[config.mk]
export PLATFORM = sky130hd
export DESIGN_NAME = stop_input_conditioner_flat
export DESIGN_NICKNAME = d
export VERILOG_FILES = /design/src/rtl/stop_pkg.sv /design/src/rtl/stop_input_conditioner_if.sv /design/src/rtl/stop_debounce_ch.sv /design/src/rtl/stop_input_conditioner.sv /design/src/flat_wrapper.sv
export SDC_FILE = /design/constraint.sdc
export NUM_CORES = 1
export LEC_CHECK = 0
export CELL_PAD_IN_SITES_DETAIL_PLACEMENT = 1
export CELL_PAD_IN_SITES_GLOBAL_PLACEMENT = 2
export CORE_ASPECT_RATIO = 0.9
export CORE_MARGIN = 2
export CORE_UTILIZATION = 42
export CTS_BUF_LIST = sky130_fd_sc_hd__clkbuf_8
export DETAILED_ROUTE_END_ITERATION = 7
export GPL_TIMING_DRIVEN = 0
export PLACE_DENSITY_LB_ADDON = 0.1
export SLEW_MARGIN = 20
export SYNTH_ARGS = -nofsm -noshare
export SYNTH_HDL_FRONTEND = slang
export SYNTH_SLANG_ARGS = --single-unit
[constraint.sdc]
create_clock -name clk -period 2.4 [get_ports clk]
set_input_delay 0.48 -clock clk [delete_from_list [all_inputs] [get_ports clk]]
set_output_delay 0.48 -clock clk [all_outputs]
set_load 0.03 [all_outputs]
[src/rtl/stop_pkg.sv]
// Shared types and channel map for the stopwatch input front end.
// Imported by the conditioner, its per-channel debouncer, and the stopwatch top.
package stop_pkg;

    typedef enum logic [1:0] {
        STABLE_LO = 2'd0,
        WAIT_HI   = 2'd1,
        STABLE_HI = 2'd2,
        WAIT_LO   = 2'd3
    } stop_state_e;

    localparam int CH_RESET = 0;
    localparam int CH_PAUSE = 1;
    localparam int CH_SEL   = 2;
    localparam int CH_ADJ   = 3;

    function automatic int stop_max3(input int a, input int b, input int c);
        int m;
        m = (a > b) ? a : b;
        return (m > c) ? m : c;
    endfunction

endpackage

[src/rtl/stop_input_conditioner_if.sv]
// Pin-side bundle of the input conditioner: raw levels in, clean levels/pulses out.
// master = board/stimulus side, slave = conditioner side.
interface stop_input_conditioner_if #(
    parameter int N_CH = 4
);
    logic [N_CH-1:0] raw_in;
    logic [N_CH-1:0] level_out;
    logic [N_CH-1:0] press_pulse;
    logic [N_CH-1:0] release_pulse;
    logic            pause_state;

    modport master (
        output raw_in,
        input  level_out,
        input  press_pulse,
        input  release_pulse,
        input  pause_state
    );

    modport slave (
        input  raw_in,
        output level_out,
        output press_pulse,
        output release_pulse,
        output pause_state
    );
endinterface

[src/rtl/stop_debounce_ch.sv]
// One input channel: 2-flop synchroniser, debounce FSM with shared counter,
// registered level and press/release pulses, optional auto-repeat while held.
module stop_debounce_ch
    import stop_pkg::*;
#(
    parameter int DB_CYCLES     = 500000,
    parameter int REPEAT_DELAY  = 50000000,
    parameter int REPEAT_PERIOD = 25000000,
    parameter bit REPEAT_EN     = 1'b0
) (
    input  logic clk,
    input  logic rst_n,
    input  logic raw,
    output logic level,
    output logic press_pulse,
    output logic release_pulse
);

    localparam int CNT_W = $clog2(stop_max3(DB_CYCLES, REPEAT_DELAY, REPEAT_PERIOD)) + 1;
    localparam logic [CNT_W-1:0] CNT_ONE = CNT_W'(1);
    localparam logic [CNT_W-1:0] DB_LAST = CNT_W'(DB_CYCLES - 1);
    localparam logic [CNT_W-1:0] RD_LAST = CNT_W'(REPEAT_DELAY - 1);
    localparam logic [CNT_W-1:0] RP_LAST = CNT_W'(REPEAT_PERIOD - 1);

    logic [1:0]       sync_q;
    logic             sync;
    stop_state_e      state;
    logic [CNT_W-1:0] cnt;
    logic             rep_phase;

    assign sync = sync_q[1];

    // NOTE: non-blocking throughout so the synchroniser shifts exactly one stage per edge
    // and the FSM always acts on the previous edge's synchronised sample.
    always_ff @(posedge clk or negedge rst_n) begin
        if (!rst_n) begin
            sync_q        <= '0;
            state         <= STABLE_LO;
            cnt           <= '0;
            rep_phase     <= 1'b0;
            level         <= 1'b0;
            press_pulse   <= 1'b0;
            release_pulse <= 1'b0;
        end else begin
            sync_q        <= {sync_q[0], raw};
            press_pulse   <= 1'b0;
            release_pulse <= 1'b0;

            case (state)
                STABLE_LO: begin
                    if (sync) begin
                        state <= WAIT_HI;
                        cnt   <= CNT_ONE;
                    end
                end

                WAIT_HI: begin
                    if (!sync) begin
                        state <= STABLE_LO;
                        cnt   <= '0;
                    end else if (cnt >= DB_LAST) begin
                        state       <= STABLE_HI;
                        cnt         <= '0;
                        rep_phase   <= 1'b0;
                        level       <= 1'b1;
                        press_pulse <= 1'b1;
                    end else begin
                        cnt <= cnt + CNT_ONE;
                    end
                end

                STABLE_HI: begin
                    if (!sync) begin
                        state <= WAIT_LO;
                        cnt   <= CNT_ONE;
                    end else if (REPEAT_EN) begin
                        // First repeat after the long delay, then at the shorter period.
                        if (cnt >= (rep_phase ? RP_LAST : RD_LAST)) begin
                            cnt         <= '0;
                            rep_phase   <= 1'b1;
                            press_pulse <= 1'b1;
                        end else begin
                            cnt <= cnt + CNT_ONE;
                        end
                    end
                end

                WAIT_LO: begin
                    if (sync) begin
                        state     <= STABLE_HI;
                        cnt       <= '0;
                        rep_phase <= 1'b0;
                    end else if (cnt >= DB_LAST) begin
                        state         <= STABLE_LO;
                        cnt           <= '0;
                        level         <= 1'b0;
                        release_pulse <= 1'b1;
                    end else begin
                        cnt <= cnt + CNT_ONE;
                    end
                end

                default: state <= STABLE_LO;
            endcase
        end
    end

endmodule

[src/rtl/stop_input_conditioner.sv]
// Stopwatch input front end: N_CH debounced channels plus the run/pause toggle.
// Define STOP_AUTOREPEAT_EN to auto-repeat press pulses on held non-control channels.
module stop_input_conditioner
    import stop_pkg::*;
#(
    parameter int N_CH          = 4,
    parameter int DB_CYCLES     = 500000,
    parameter int PAUSE_CH      = CH_PAUSE,
    parameter int RESET_CH      = CH_RESET,
    parameter int REPEAT_DELAY  = 50000000,
    parameter int REPEAT_PERIOD = 25000000
) (
    input logic                     clk,
    input logic                     reset,
    stop_input_conditioner_if.slave bus
);

    logic [N_CH-1:0] level;
    logic [N_CH-1:0] press;
    logic [N_CH-1:0] rel;
    logic            pause;

    for (genvar i = 0; i < N_CH; i++) begin : g_ch
`ifdef STOP_AUTOREPEAT_EN
        // A held reset or pause button must not re-trigger its action.
        localparam bit CH_REPEAT = (i != PAUSE_CH) && (i != RESET_CH);
`else
        localparam bit CH_REPEAT = 1'b0;
`endif
        stop_debounce_ch #(
            .DB_CYCLES    (DB_CYCLES),
            .REPEAT_DELAY (REPEAT_DELAY),
            .REPEAT_PERIOD(REPEAT_PERIOD),
            .REPEAT_EN    (CH_REPEAT)
        ) u_ch (
            .clk          (clk),
            .rst_n        (reset),
            .raw          (bus.raw_in[i]),
            .level        (level[i]),
            .press_pulse  (press[i]),
            .release_pulse(rel[i])
        );
    end

    // Reset press dominates a simultaneous pause press.
    always_ff @(posedge clk or negedge reset) begin
        if (!reset) begin
            pause <= 1'b0;
        end else if (press[RESET_CH]) begin
            pause <= 1'b0;
        end else if (press[PAUSE_CH]) begin
            pause <= ~pause;
        end
    end

    assign bus.level_out     = level;
    assign bus.press_pulse   = press;
    assign bus.release_pulse = rel;
    assign bus.pause_state   = pause;

endmodule

[src/flat_wrapper.sv]
// flat-port wrapper written by rule: the top's interface ports become plain ports
module stop_input_conditioner_flat import stop_pkg::*;
#(
    parameter int N_CH          = 4,
    parameter int DB_CYCLES     = 500000,
    parameter int PAUSE_CH      = CH_PAUSE,
    parameter int RESET_CH      = CH_RESET,
    parameter int REPEAT_DELAY  = 50000000,
    parameter int REPEAT_PERIOD = 25000000
)
  (clk, reset, bus_raw_in, bus_level_out, bus_press_pulse, bus_release_pulse, bus_pause_state);
  stop_input_conditioner_if #(.N_CH(N_CH)) bus_i ();
  input logic clk;
  input logic reset;
  input wire logic [$bits(bus_i.raw_in)-1:0] bus_raw_in;
  output wire logic [$bits(bus_i.level_out)-1:0] bus_level_out;
  output wire logic [$bits(bus_i.press_pulse)-1:0] bus_press_pulse;
  output wire logic [$bits(bus_i.release_pulse)-1:0] bus_release_pulse;
  output wire logic [$bits(bus_i.pause_state)-1:0] bus_pause_state;
  assign bus_i.raw_in = bus_raw_in;
  assign bus_level_out = bus_i.level_out;
  assign bus_press_pulse = bus_i.press_pulse;
  assign bus_release_pulse = bus_i.release_pulse;
  assign bus_pause_state = bus_i.pause_state;
  stop_input_conditioner #(.N_CH(N_CH), .DB_CYCLES(DB_CYCLES), .PAUSE_CH(PAUSE_CH), .RESET_CH(RESET_CH), .REPEAT_DELAY(REPEAT_DELAY), .REPEAT_PERIOD(REPEAT_PERIOD)) u_core (.clk(clk), .reset(reset), .bus(bus_i));
endmodule
### Word-level counts from Yosys, hierarchy flattened

Index checks and enable logic that the tools add are counted.

* bits in registers: 137
* input port bits: 6
* output and inout bits: 13
* word-level logic and storage cells: 193

* reductions and logical operators: 21
* muxes and demuxes: 94
* bitwise gates (word level): 1
* $add $sub $neg: 4
* equality and inequality tests: 44
* magnitude comparators: 4

Operator list (number)
* $mux 27: 20
* $pmux 27 s4: 4
* $add 27x1->27 const B: 4
* $ge 27x19->1 const B: 4
* $mux 2: 24
* $ne 2x2->1 const B: 24
* $mux 1: 38
* $pmux 2 s4: 4
* $ne 3x3->1 const B: 8
* $reduce_and 5->1: 4
* $eq 2x2->1 const B: 8
* $reduce_and 4->1: 4
* $reduce_bool 2->1: 5
* $eq 2x1->1 const B: 4
* $logic_not 2->1: 4
* $pmux 1 s2: 4
* $reduce_and 2->1: 4
* $not 1->1: 1

### Longest topological paths before layout

Gate-level depths: netlist (run 1).

* depth in word-level cells: 4
* depth in mapped cells: 8
* depth with buffers taken out: 6

### Modules after synthesis

A second synthesis (run 1) with hierarchy kept.

* cell total of the unflattened synthesis: 778
* area total of the unflattened synthesis: 7190.6 um^2

By module, submodules not included
* stop_debounce_ch at u_core.g_ch[0].u_ch ...: cells an instance 192, area each 1747.9 um^2, seq. area each 850.8 um^2, instances 3
* stop_debounce_ch at u_core.g_ch[3].u_ch: cells an instance 199, area each 1909.3 um^2, seq. area each 850.8 um^2, instances 1
* stop_input_conditioner: cells an instance 3, area each 37.5 um^2, seq. area each 25.0 um^2, instances 1

### Least setup slack after synthesis (run 1)

No wires, ideal clock.

* kind: register to register
* start: reg u_core.g_ch[2].u_ch.cnt[0]
* end: reg u_core.g_ch[2].u_ch.cnt[2]
* stages on the path, launching flop included: 8
* arrival: 2009 ps
* period minus slack after synthesis: 2090 ps
* library setup time: 82 ps
* path slack: 310 ps
* required time: 2318 ps
* path buffers: 1
* path through: dfrtp_1 -> ha_1 -> and4_1 -> a211o_1 -> a211o_1 -> buf_6 -> or3_1 -> a31oi_1

* word-level cells in the longest chain between the ends: 4
* elaborated cells between the ends (all ways): 6
* classes of those cells: 1 x add/sub; 1 x order compare; 4 x mux

RTL lines
* start: declaration: RTL line stop_debounce_ch.sv:28 `logic [CNT_W-1:0] cnt;`
* start signal: assignment: RTL line stop_debounce_ch.sv:68 `cnt <= cnt + CNT_ONE;`
* start signal: assignment: RTL line stop_debounce_ch.sv:83 `cnt <= cnt + CNT_ONE;`
* start signal: assignment: RTL line stop_debounce_ch.sv:99 `cnt <= cnt + CNT_ONE;`
* $add 27x1->27 or $ge 27x19->1 (tied branches)
* $mux 27 (*): RTL line stop_debounce_ch.sv:61, stop_debounce_ch.sv:93
* $mux 27 (on tied branches): RTL line stop_debounce_ch.sv:89, stop_debounce_ch.sv:58
* $pmux 27 s4 (*): RTL line stop_debounce_ch.sv:49 `case (state)`

Every way passes the cells marked *; elsewhere a longest branch is shown, timed or not.
A chain may end at the register's enable or synchronous reset.

### Worst setup path in the final report (run 1)

Same ends and word-level chain as after synthesis.

==> qor.csv, run 1 <==
stage,metric,value,unit
yosys,Post-synth ARST share,100,%
place,placed cells,922,
clock_tree,clock latency on the worst-skew pair,460,ps
setup_path,crit path from,u_core.g_ch[2].u_ch.cnt[0],
die,Initial Util,42.7,%
detailed_routing,drt wl/cell,17.7,um
power,Peak VDD IR,517,uV
clock_tree,CTS clock-pin slew for the worst setup and hold paths,80,ps
yosys,ranking of synthesized cells by area,"dfrtp_1 50%, nor2_1 4.1%, nand2_1 3.5%, and2_1 3.5%, xnor2_1 2.6%",
setup_path,Setup crit end,u_core.g_ch[2].u_ch.cnt[2],
clock_tree,CTS root buf,clkbuf_8,
sta,Clock Skew,14.9,ps
detailed_routing,post-route ant nets,0,
grt,Total GRT Usage,20.7,%
job,number of max-cap violations,0,
power,Pleak,3.43,nW
place,gpl congestion,0.787,
yosys,register area share after synthesis,50.2,%
finish,# nets final,752,
sta,final period utilization,94.1,%
yosys,Syn. warnings,0,
grt,first-pass GRT wire length,29.3,mm
yosys,main flop type after synthesis,dfrtp_1,
sta,worst hold margin,363,ps
clock_tree,Max Root-Sink Buffers,2,
hold_path,Hold WC Path Type,flop to flop,
yosys,synth unique cells,70,
clock_tree,TritonCTS clock tree,built,
setup_path,RR Startpoint,u_core.g_ch[2].u_ch.cnt[0],
yosys,Yosys reg bits,137,
sta,Worst slew margin,58.2,%
detailed_routing,vias post-DR,5517,
yosys,Post-synth top cells,"137 x dfrtp_1, 74 x nor2_1, 64 x nand2_1",
sta,Final Max Slew Viols,0,
die,die height,125,um
setup_path,R2R setup slack,140,ps
yosys,Yosys top cell area share,50.2,%
power,PD cells,673,nW/um^2
sta,setup_tns,0,ps
setup_path,RR Endpoint,u_core.g_ch[2].u_ch.cnt[2],
place,Place WS,-143,ps
sta,endpoints failing hold,0,
die,number of I/O pins,19,
sta,Max Fclk,443,MHz
die,Die Wd,138,um
grt,initial antenna violation count,0,
detailed_routing,# DRC,0,
yosys,cell area after synthesis,6830,um^2
place,# port buffers,18,
detailed_routing,Vias/cell,5.73,
grt,largest net degree at the start of global routing,99,
die,Die ar.,17300,um^2
sta,final setup fails,0,
finish,share of cells above drive strength 1,10.9,%
setup_path,CP required,2780,ps
finish,final non-filler cell total,962,
sta,Slew @ Worst Pin,623,ps
die,CORE AREA,16000,um^2
die,site row count,44,
setup_path,Crit Path Category,flop to flop,
finish,Layout Area Growth over Synthesis,15.1,%
finish,Util after Layout,49.1,%
setup_path,WP data arrival,2640,ps
sta,RSZ-0062 raised after global routing,no,
setup_path,worst reg-to-reg path cell count,7,
yosys,Synth area leader,dfrtp_1,
setup_path,"Max FO, Critical Path",10,
detailed_routing,WL final,17.0,mm
yosys,"Net Count, Synth",706,
setup_path,crit end category,flop,
detailed_routing,router iterations before antenna repair,4,
place,DP Wirelength,11.6,mm
status,run status,"complete, no violations",
yosys,most frequent cell after synthesis,dfrtp_1,
yosys,syn_area_per_cell,9.82,um^2
detailed_routing,Initial DRC Count,333,
grt,vias in the first global route,5831,
sta,fin crit period,2260,ps
yosys,"EDFF count, synth",0,
setup_path,Worst setup SP type,flop,
yosys,Gate Count Post-Synth,696,
grt,gr ovfl total,0,
clock_tree,Num CTS Buffers,17,
sta,"Worst Setup Slack, final",142,ps
clock_tree,H-tree depth,4,
finish,ant diodes,0,
clock_tree,clk sink count,137,
## flip-flops by register name, summed over array words and instances (netlist names), named ones only
register / count
u_core.g_ch.u_ch.level: 4
u_core.bus.pause_state: 1
u_core.g_ch.u_ch.sync_q: 8
u_core.g_ch.u_ch.cnt: 108
u_core.g_ch.u_ch.release_pulse: 4
u_core.g_ch.u_ch.state: 4
u_core.g_ch.u_ch.press_pulse: 4
## area by class of cell
cell class	count	area [um^2]
fillers	1833	8160
flip-flops and latches	137	3430
multi-input cells	498	3150
clock buffers	21	289
repair buffers	27	275
well taps	207	259
plain buffers	38	208
clock inverters	11	168
inverters	23	86.3
## kinds of logic after synthesis
logic type | count (synthesis) | share of synthesized area, %
flops | 137 | 50.2
buf+inv | 61 | 4.19
compound gates | 128 | 14.4
mux | 7 | 1.08
xor+xnor | 30 | 3.96
simple gates | 329 | 25.5
fa+ha+maj | 4 | 0.732
## through the flow
step           power, W  cell area (um^2)
6_report        0.00529              7860
3_3_place_gp    0.00312              7270
3_5_place_dp    0.00315              7300
4_1_cts         0.00533              7790
2_1_floorplan   0.00290              6830
5_1_grt         0.00555              7860
## where the power goes
| part | leakage (nW) | internal [W] | switching (W) |
|---|---|---|---|
| Sequential | 1.87 | 0.00240 | 0.000108 |
| Clock | 0.234 | 0.00124 | 0.000935 |
| Combinational | 1.32 | 0.000190 | 0.000418 |
| Total | 3.43 | 0.00383 | 0.00146 |
## placed cells by master (no fill, tap or decap), types with 21 or more instances in the layout
cell type / count
and2_1: 38
dfrtp_1: 137
nand3_1: 25
nand4_1: 26
clkbuf_8: 21
inv_1: 24
nand2_1: 64
nor3_1: 24
nor2_1: 74
## critical path: stages (launching register included)
cell	delay (ps)
dfrtp_1	410
ha_1	250
and4_1	260
a211o_1	300
a211o_1	300
buf_6	150
or3_1	340
a31oi_1	170
## what timing repair did
| action | CTS | global route |
|---|---|---|
| setup buffers | 0 | 7 |
| setup endpoints to repair | 21 | 44 |
| pin swaps | 0 | 4 |
| hold endpoints to repair | 39 | 0 |
| gates resized for setup | 5 | 6 |
| hold buffers | 1 | 0 |
## worst min path at each step
stage                                   from                       endpoint  slack [ps]  cells past startpoint
2_1_floorplan                          reset     asynchronous set/reset pin         180                      0
6_report       u_core.g_ch[1].u_ch.sync_q[0]  u_core.g_ch[1].u_ch.sync_q[1]         360                      0
3_5_place_dp   u_core.g_ch[0].u_ch.sync_q[0]  u_core.g_ch[0].u_ch.sync_q[1]         340                      0
4_1_cts        u_core.g_ch[1].u_ch.sync_q[0]  u_core.g_ch[1].u_ch.sync_q[1]         360                      0
5_1_grt        u_core.g_ch[1].u_ch.sync_q[0]  u_core.g_ch[1].u_ch.sync_q[1]         370                      0
3_3_place_gp   u_core.g_ch[3].u_ch.sync_q[0]  u_core.g_ch[3].u_ch.sync_q[1]         330                      0
## metal layers
metal | global-route usage (%) | up-vias | wire length, um
li1 | - | 2599 | -
met2 | 33.5 | 78 | 8170
met5 | 0 | - | 0
met3 | 4.67 | 19 | 545
met1 | 28.5 | 2821 | 8120
met4 | 5.22 | 0 | 192
(Power assumes the default switching activity.)
==> inputs of run 2 (changes only) <==
CAP_MARGIN = 10   (was not set)
CORE_UTILIZATION = 45   (was 42)
MAX_ROUTING_LAYER = met4   (was not set)
clock period = 2.95 ns   (was 2.4 ns; I/O delays follow)
==> qor.csv, run 2 (synthesis gave the netlist of run 1 again) <==
stage,metric,value,unit,change
status,run status,"complete, no violations",,
setup_path,R2R setup slack,450,ps,+310 ps
place,# port buffers,18,,unchanged
die,number of I/O pins,19,,unchanged
finish,Layout Area Growth over Synthesis,13.6,%,
grt,largest net degree at the start of global routing,84,,-15%
power,Pleak,3.36,nW,-2.0%
finish,largest reg by FF count,u_core.g_ch.u_ch.cnt,,
sta,RSZ-0062 raised after global routing,no,,
setup_path,Worst setup SP type,flop,,
grt,initial antenna violation count,0,,unchanged
sta,setup_tns,0,ps,unchanged
die,Die ar.,16200,um^2,-6.5%
die,CORE AREA,14800,um^2,-7.8%
finish,Util after Layout,52.6,%,+3.5 points
detailed_routing,Initial DRC Count,254,,-24%
finish,Layout fillers,1677,,-8.5%
detailed_routing,WL final,16.1,mm,-5.4%
place,gpl congestion,0.843,,+7.1%
place,DP Wirelength,11.0,mm,-5.3%
clock_tree,H-tree depth,4,,unchanged
sta,Max Fclk,400,MHz,-9.7%
finish,max reg flops,108,,unchanged
clock_tree,Max Root-Sink Buffers,2,,unchanged
die,die height,121,um,-3.3%
clock_tree,CTS root buf,clkbuf_8,,
finish,"Design Area, Final",7760,um^2,-1.3%
die,site row count,42,,-4.5%
setup_path,Crit Path Category,flop to flop,,
finish,# nets final,744,,-1.1%
clock_tree,setup bufs post-CTS,0,,unchanged
setup_path,WP data arrival,2850,ps,+210 ps
power,Tot Pwr,0.00433,W,-18%
clock_tree,clock latency on the worst-skew pair,450,ps,about the same
detailed_routing,vias post-DR,5398,,-2.2%
sta,endpoints failing hold,0,,unchanged
setup_path,crit end category,flop,,
hold_path,Hold WC Path Type,input port to asynchronous set/reset pin,,
job,number of max-cap violations,0,,unchanged
clock_tree,TritonCTS clock tree,built,,
detailed_routing,router iterations before antenna repair,5,,+1
setup_path,CP required,3300,ps,+520 ps
clock_tree,clk sink count,137,,unchanged
power,Peak VDD IR,478,uV,-7.6%
setup_path,"Max FO, Critical Path",10,,unchanged
die,Initial Util,46.3,%,+3.6 points
sta,Final Max Slew Viols,0,,unchanged
clock_tree,post-CTS sizing,0,,-5
sta,final period utilization,84.7,%,-9.3 points
detailed_routing,drt wl/cell,17.0,um,-3.7%
finish,"commonest non-fill, non-tap cell in the layout",dfrtp_1,,
sta,fin crit period,2500,ps,+242 ps
finish,Storage cell area,3430,um^2,unchanged
detailed_routing,Vias/cell,5.71,,-0.40%
clock_tree,cts hold-fix bufs,0,,-1
finish,ant diodes,0,,unchanged
sta,worst hold margin,118,ps,-244 ps
finish,share of cells above drive strength 1,9.37,%,-1.5 points
finish,most frequent cells in the layout,"137 x dfrtp_1, 74 x nor2_1, 64 x nand2_1",,
die,Die Wd,134,um,-3.3%
grt,Total GRT Usage,22.3,%,+1.6 points
detailed_routing,# DRC,0,,unchanged
grt,vias in the first global route,5687,,-2.5%
finish,biggest registers after layout,"u_core.g_ch.u_ch.cnt (108), u_core.g_ch.u_ch.sync_q (8)",,
clock_tree,Num CTS Buffers,17,,unchanged
detailed_routing,post-route ant nets,0,,unchanged
sta,final setup fails,0,,unchanged
place,Post-DP Area,7290,um^2,-0.15%
grt,first-pass GRT wire length,28.3,mm,-3.4%
grt,gr ovfl total,0,,unchanged
clock_tree,CTS clock-pin slew for the worst setup and hold paths,80,ps,about the same
sta,Slew @ Worst Pin,951,ps,+328 ps
power,PD cells,558,nW/um^2,-17%
finish,Multi-input gate area,3120,um^2,-0.95%
sta,Worst slew margin,36.6,%,-22 points
sta,Clock Skew,9.46,ps,-5.43 ps
==> run 2: cell types whose count changed in the layout (fill, tap and decap cells not counted), moves of 3 or more <==
cell / before / now
buf_4: 20 / 13
clkbuf_1: 17 / 20
clkbuf_2: 3 / 0
clkbuf_8: 21 / 17
inv_6: 1 / 5
==> run 2: final cells by class <==
cell class | instances | area share [%]
sequential | 137 | 44.2
multi-input combinational | 498 | 40.2
tap | 198 | 3.19
clock buffer | 17 | 3.01
clock inverter | 15 | 3.01
timing repair buffer | 19 | 2.74
buffer | 38 | 2.58
inverter | 23 | 1.11
==> run 2: critical path: stages (launching register included) <==
cell and delay, ps:
dfrtp_1 450, ha_1 290, a21oi_1 140, o211ai_1 150
a211oi_1 560, a21oi_1 460, a311oi_1 360
==> run 2: final timing paths <==
kind	startpoint	end	cells past startpoint
max in group asynchronous	reset	u_core.g_ch[0].u_ch.cnt[5]	2
worst max register to register	u_core.g_ch[1].u_ch.cnt[0]	u_core.g_ch[1].u_ch.cnt[17]	6
worst min register to register	u_core.g_ch[3].u_ch.sync_q[0]	u_core.g_ch[3].u_ch.sync_q[1]	0
worst min-delay path	reset	u_core.g_ch[1].u_ch.cnt[5]	1
worst max-delay path	u_core.g_ch[1].u_ch.cnt[0]	u_core.g_ch[1].u_ch.cnt[17]	6
min in group clk	u_core.g_ch[3].u_ch.sync_q[0]	u_core.g_ch[3].u_ch.sync_q[1]	0
==> run 2: power by group <==
part	switching, W	total (W)	internal, W	leakage, nW
Sequential	0.0000922	0.00204	0.00195	1.87
Clock	0.000793	0.00182	0.00102	0.230
Combinational	0.000331	0.000471	0.000140	1.26
Total	0.00122	0.00433	0.00312	3.36
==> run 2: metal layers <==
layer / GRT usage (%) / up-vias / part of all wire [%]
li1: - / 2589 / -
met1: 29.7 / 2763 / 48
met2: 35.3 / 42 / 49
met3: 4.59 / 4 / 2.3
met4: 5.65 / 0 / 0.47
met5: - / - / 0
==> run 2: stage by stage <==
step / instances / setup WS, ps
after floorplan: 696 / 860
after global placement: 912 / -4140
after detailed placement: 913 / 424
after CTS: 945 / 435
after global routing: 945 / 140
final: 945 / 450
==> inputs of run 3 (changes only) <==
CORE_UTILIZATION = 42   (was 45)
clock period = 2.4 ns   (was 2.95 ns; I/O delays follow)
==> qor.csv, run 3 (synthesis gave the netlist of run 1 again) <==
stage,metric,value,unit,change
clock_tree,CTS clock-pin slew for the worst setup and hold paths,80,ps,about the same
clock_tree,H-tree depth,4,,unchanged
clock_tree,TritonCTS clock tree,built,,
place,gpl congestion,0.798,,-5.3%
job,number of max-cap violations,0,,unchanged
detailed_routing,# DRC,0,,unchanged
setup_path,crit end category,flop,,
die,site row count,44,,+4.8%
finish,# nets final,752,,+1.1%
power,Tot Pwr,0.00530,W,+22%
sta,Slew @ Worst Pin,621,ps,-330 ps
sta,"Worst Setup Slack, final",134,ps,-317 ps
die,Initial Util,42.7,%,-3.6 points
hold_path,Hold Path End,u_core.g_ch[1].u_ch.sync_q[1],,
power,PD cells,674,nW/um^2,+21%
finish,largest reg by FF count,u_core.g_ch.u_ch.cnt,,
sta,Worst slew margin,58.3,%,+22 points
grt,first-pass GRT wire length,29.3,mm,+3.5%
grt,largest net degree at the start of global routing,99,,+18%
place,Place WS,-143,ps,-567 ps
grt,gr ovfl total,0,,unchanged
place,placed cells,922,,+0.99%
finish,max reg flops,108,,unchanged
status,run status,"complete, no violations",,
setup_path,Worst setup SP type,flop,,
finish,biggest registers after layout,"u_core.g_ch.u_ch.cnt (108), u_core.g_ch.u_ch.sync_q (8)",,
clock_tree,Max Root-Sink Buffers,2,,unchanged
place,DP Wirelength,11.6,mm,+5.6%
power,Peak VDD IR,518,uV,+8.4%
clock_tree,Num CTS Buffers,17,,unchanged
clock_tree,clock latency on the worst-skew pair,460,ps,about the same
grt,vias in the first global route,5834,,+2.6%
finish,"commonest non-fill, non-tap cell in the layout",dfrtp_1,,
sta,endpoints failing hold,0,,unchanged
sta,final period utilization,94.4,%,+9.7 points
clock_tree,CTS root buf,clkbuf_8,,
setup_path,"Max FO, Critical Path",10,,unchanged
hold_path,Hold Crit Start,u_core.g_ch[1].u_ch.sync_q[0],,
detailed_routing,post-route ant nets,0,,unchanged
sta,Clock Skew,12.8,ps,+3.38 ps
finish,share of cells above drive strength 1,10.9,%,+1.5 points
detailed_routing,WL final,17.1,mm,+6.0%
hold_path,WHS Path Cells,0,,
hold_path,Hold WC Path Type,flop to flop,,
sta,Final Max Slew Viols,0,,unchanged
place,# port buffers,18,,unchanged
sta,worst hold margin,363,ps,+245 ps
grt,initial antenna violation count,0,,unchanged
setup_path,RR Startpoint,u_core.g_ch[2].u_ch.cnt[0],,
die,CORE AREA,16000,um^2,+8.5%
power,Pleak,3.43,nW,+2.0%
finish,final non-filler cell total,962,,+1.8%
die,die height,125,um,+3.4%
finish,Layout Area Growth over Synthesis,15.1,%,
die,Die ar.,17300,um^2,+6.9%
sta,RSZ-0062 raised after global routing,no,,
setup_path,CP required,2780,ps,-520 ps
clock_tree,clk sink count,137,,unchanged
die,Die Wd,138,um,+3.4%
setup_path,worst reg-to-reg path cell count,7,,+1
die,number of I/O pins,19,,unchanged
setup_path,RR Endpoint,u_core.g_ch[2].u_ch.cnt[2],,
detailed_routing,router iterations before antenna repair,4,,-1
detailed_routing,vias post-DR,5516,,+2.2%
sta,setup_tns,0,ps,unchanged
sta,final setup fails,0,,unchanged
detailed_routing,Initial DRC Count,352,,+39%
setup_path,Crit Path Category,flop to flop,,
setup_path,R2R setup slack,130,ps,-320 ps
finish,ant diodes,0,,unchanged
finish,most frequent cells in the layout,"137 x dfrtp_1, 74 x nor2_1, 64 x nand2_1",,
setup_path,WP data arrival,2640,ps,-210 ps
sta,fin crit period,2270,ps,-233 ps
detailed_routing,drt wl/cell,17.7,um,+4.1%
sta,Max Fclk,441,MHz,+10%
grt,Total GRT Usage,21.4,%,-0.96 points
detailed_routing,Vias/cell,5.73,,+0.38%
## run 3: worst max path at each step
| stage | startpoint | to | slack [ps] | cells past startpoint |
|---|---|---|---|---|
| after detailed placement | u_core.g_ch[1].u_ch.cnt[0] | u_core.g_ch[1].u_ch.cnt[17] | -140 | 6 |
| after floorplan | u_core.g_ch[2].u_ch.cnt[0] | u_core.g_ch[2].u_ch.cnt[2] | 310 | 7 |
| final | u_core.g_ch[2].u_ch.cnt[0] | u_core.g_ch[2].u_ch.cnt[2] | 130 | 7 |
| after global routing | u_core.g_ch[2].u_ch.cnt[14] | u_core.g_ch[2].u_ch.cnt[10] | 2 | 5 |
| after CTS | u_core.g_ch[1].u_ch.cnt[0] | u_core.g_ch[1].u_ch.cnt[11] | 4 | 6 |
| after global placement | reset | u_core.g_ch[3].u_ch.cnt[1] | -4710 | 1 |
## run 3: report_power, final
| part | switching (W) | internal [W] | total (W) |
|---|---|---|---|
| clock | 0.000936 | 0.00124 | 0.00218 |
| combinational | 0.000419 | 0.000190 | 0.000609 |
| sequential | 0.000109 | 0.00240 | 0.00251 |
## run 3: critical path, cell delays in order, from the launching register on
cell     delay [ps]
dfrtp_1         410
ha_1            250
and4_1          260
a211o_1         300
a211o_1         300
buf_6           150
or3_1           340
a31oi_1         170
## run 3: final cells by class
class                   instances  area (um^2)
flip-flops and latches        137         3430
repair buffers                 27          275
well taps                     207          259
inverters                      23         86.3
multi-input cells             498         3150
plain buffers                  38          208
fillers                      1833         8160
clock inverters                11          168
clock buffers                  21          289
## run 3: metrics by stage
stage	cell area, um^2	utilization [%]
finish	7860	49.1
global route	7860	49.1
CTS	7790	48.6
detailed placement	7300	45.6
global placement	7270	45.4
floorplan	6830	-
## run 3: timing repair
action,in CTS,in global routing
hold buffers,1,0
pin swaps,0,4
hold endpoints to repair,39,0
gates resized for setup,5,6
buffers inserted,0,7
setup endpoints to repair,21,44
## run 3: metal layers
layer | track usage (%) | vias up | routed length (um)
li1 | - | 2604 | -
met4 | 5.40 | 0 | 189
met3 | 4.56 | 17 | 558
met1 | 28.6 | 2822 | 8180
met2 | 33.4 | 73 | 8140
met5 | - | - | 0
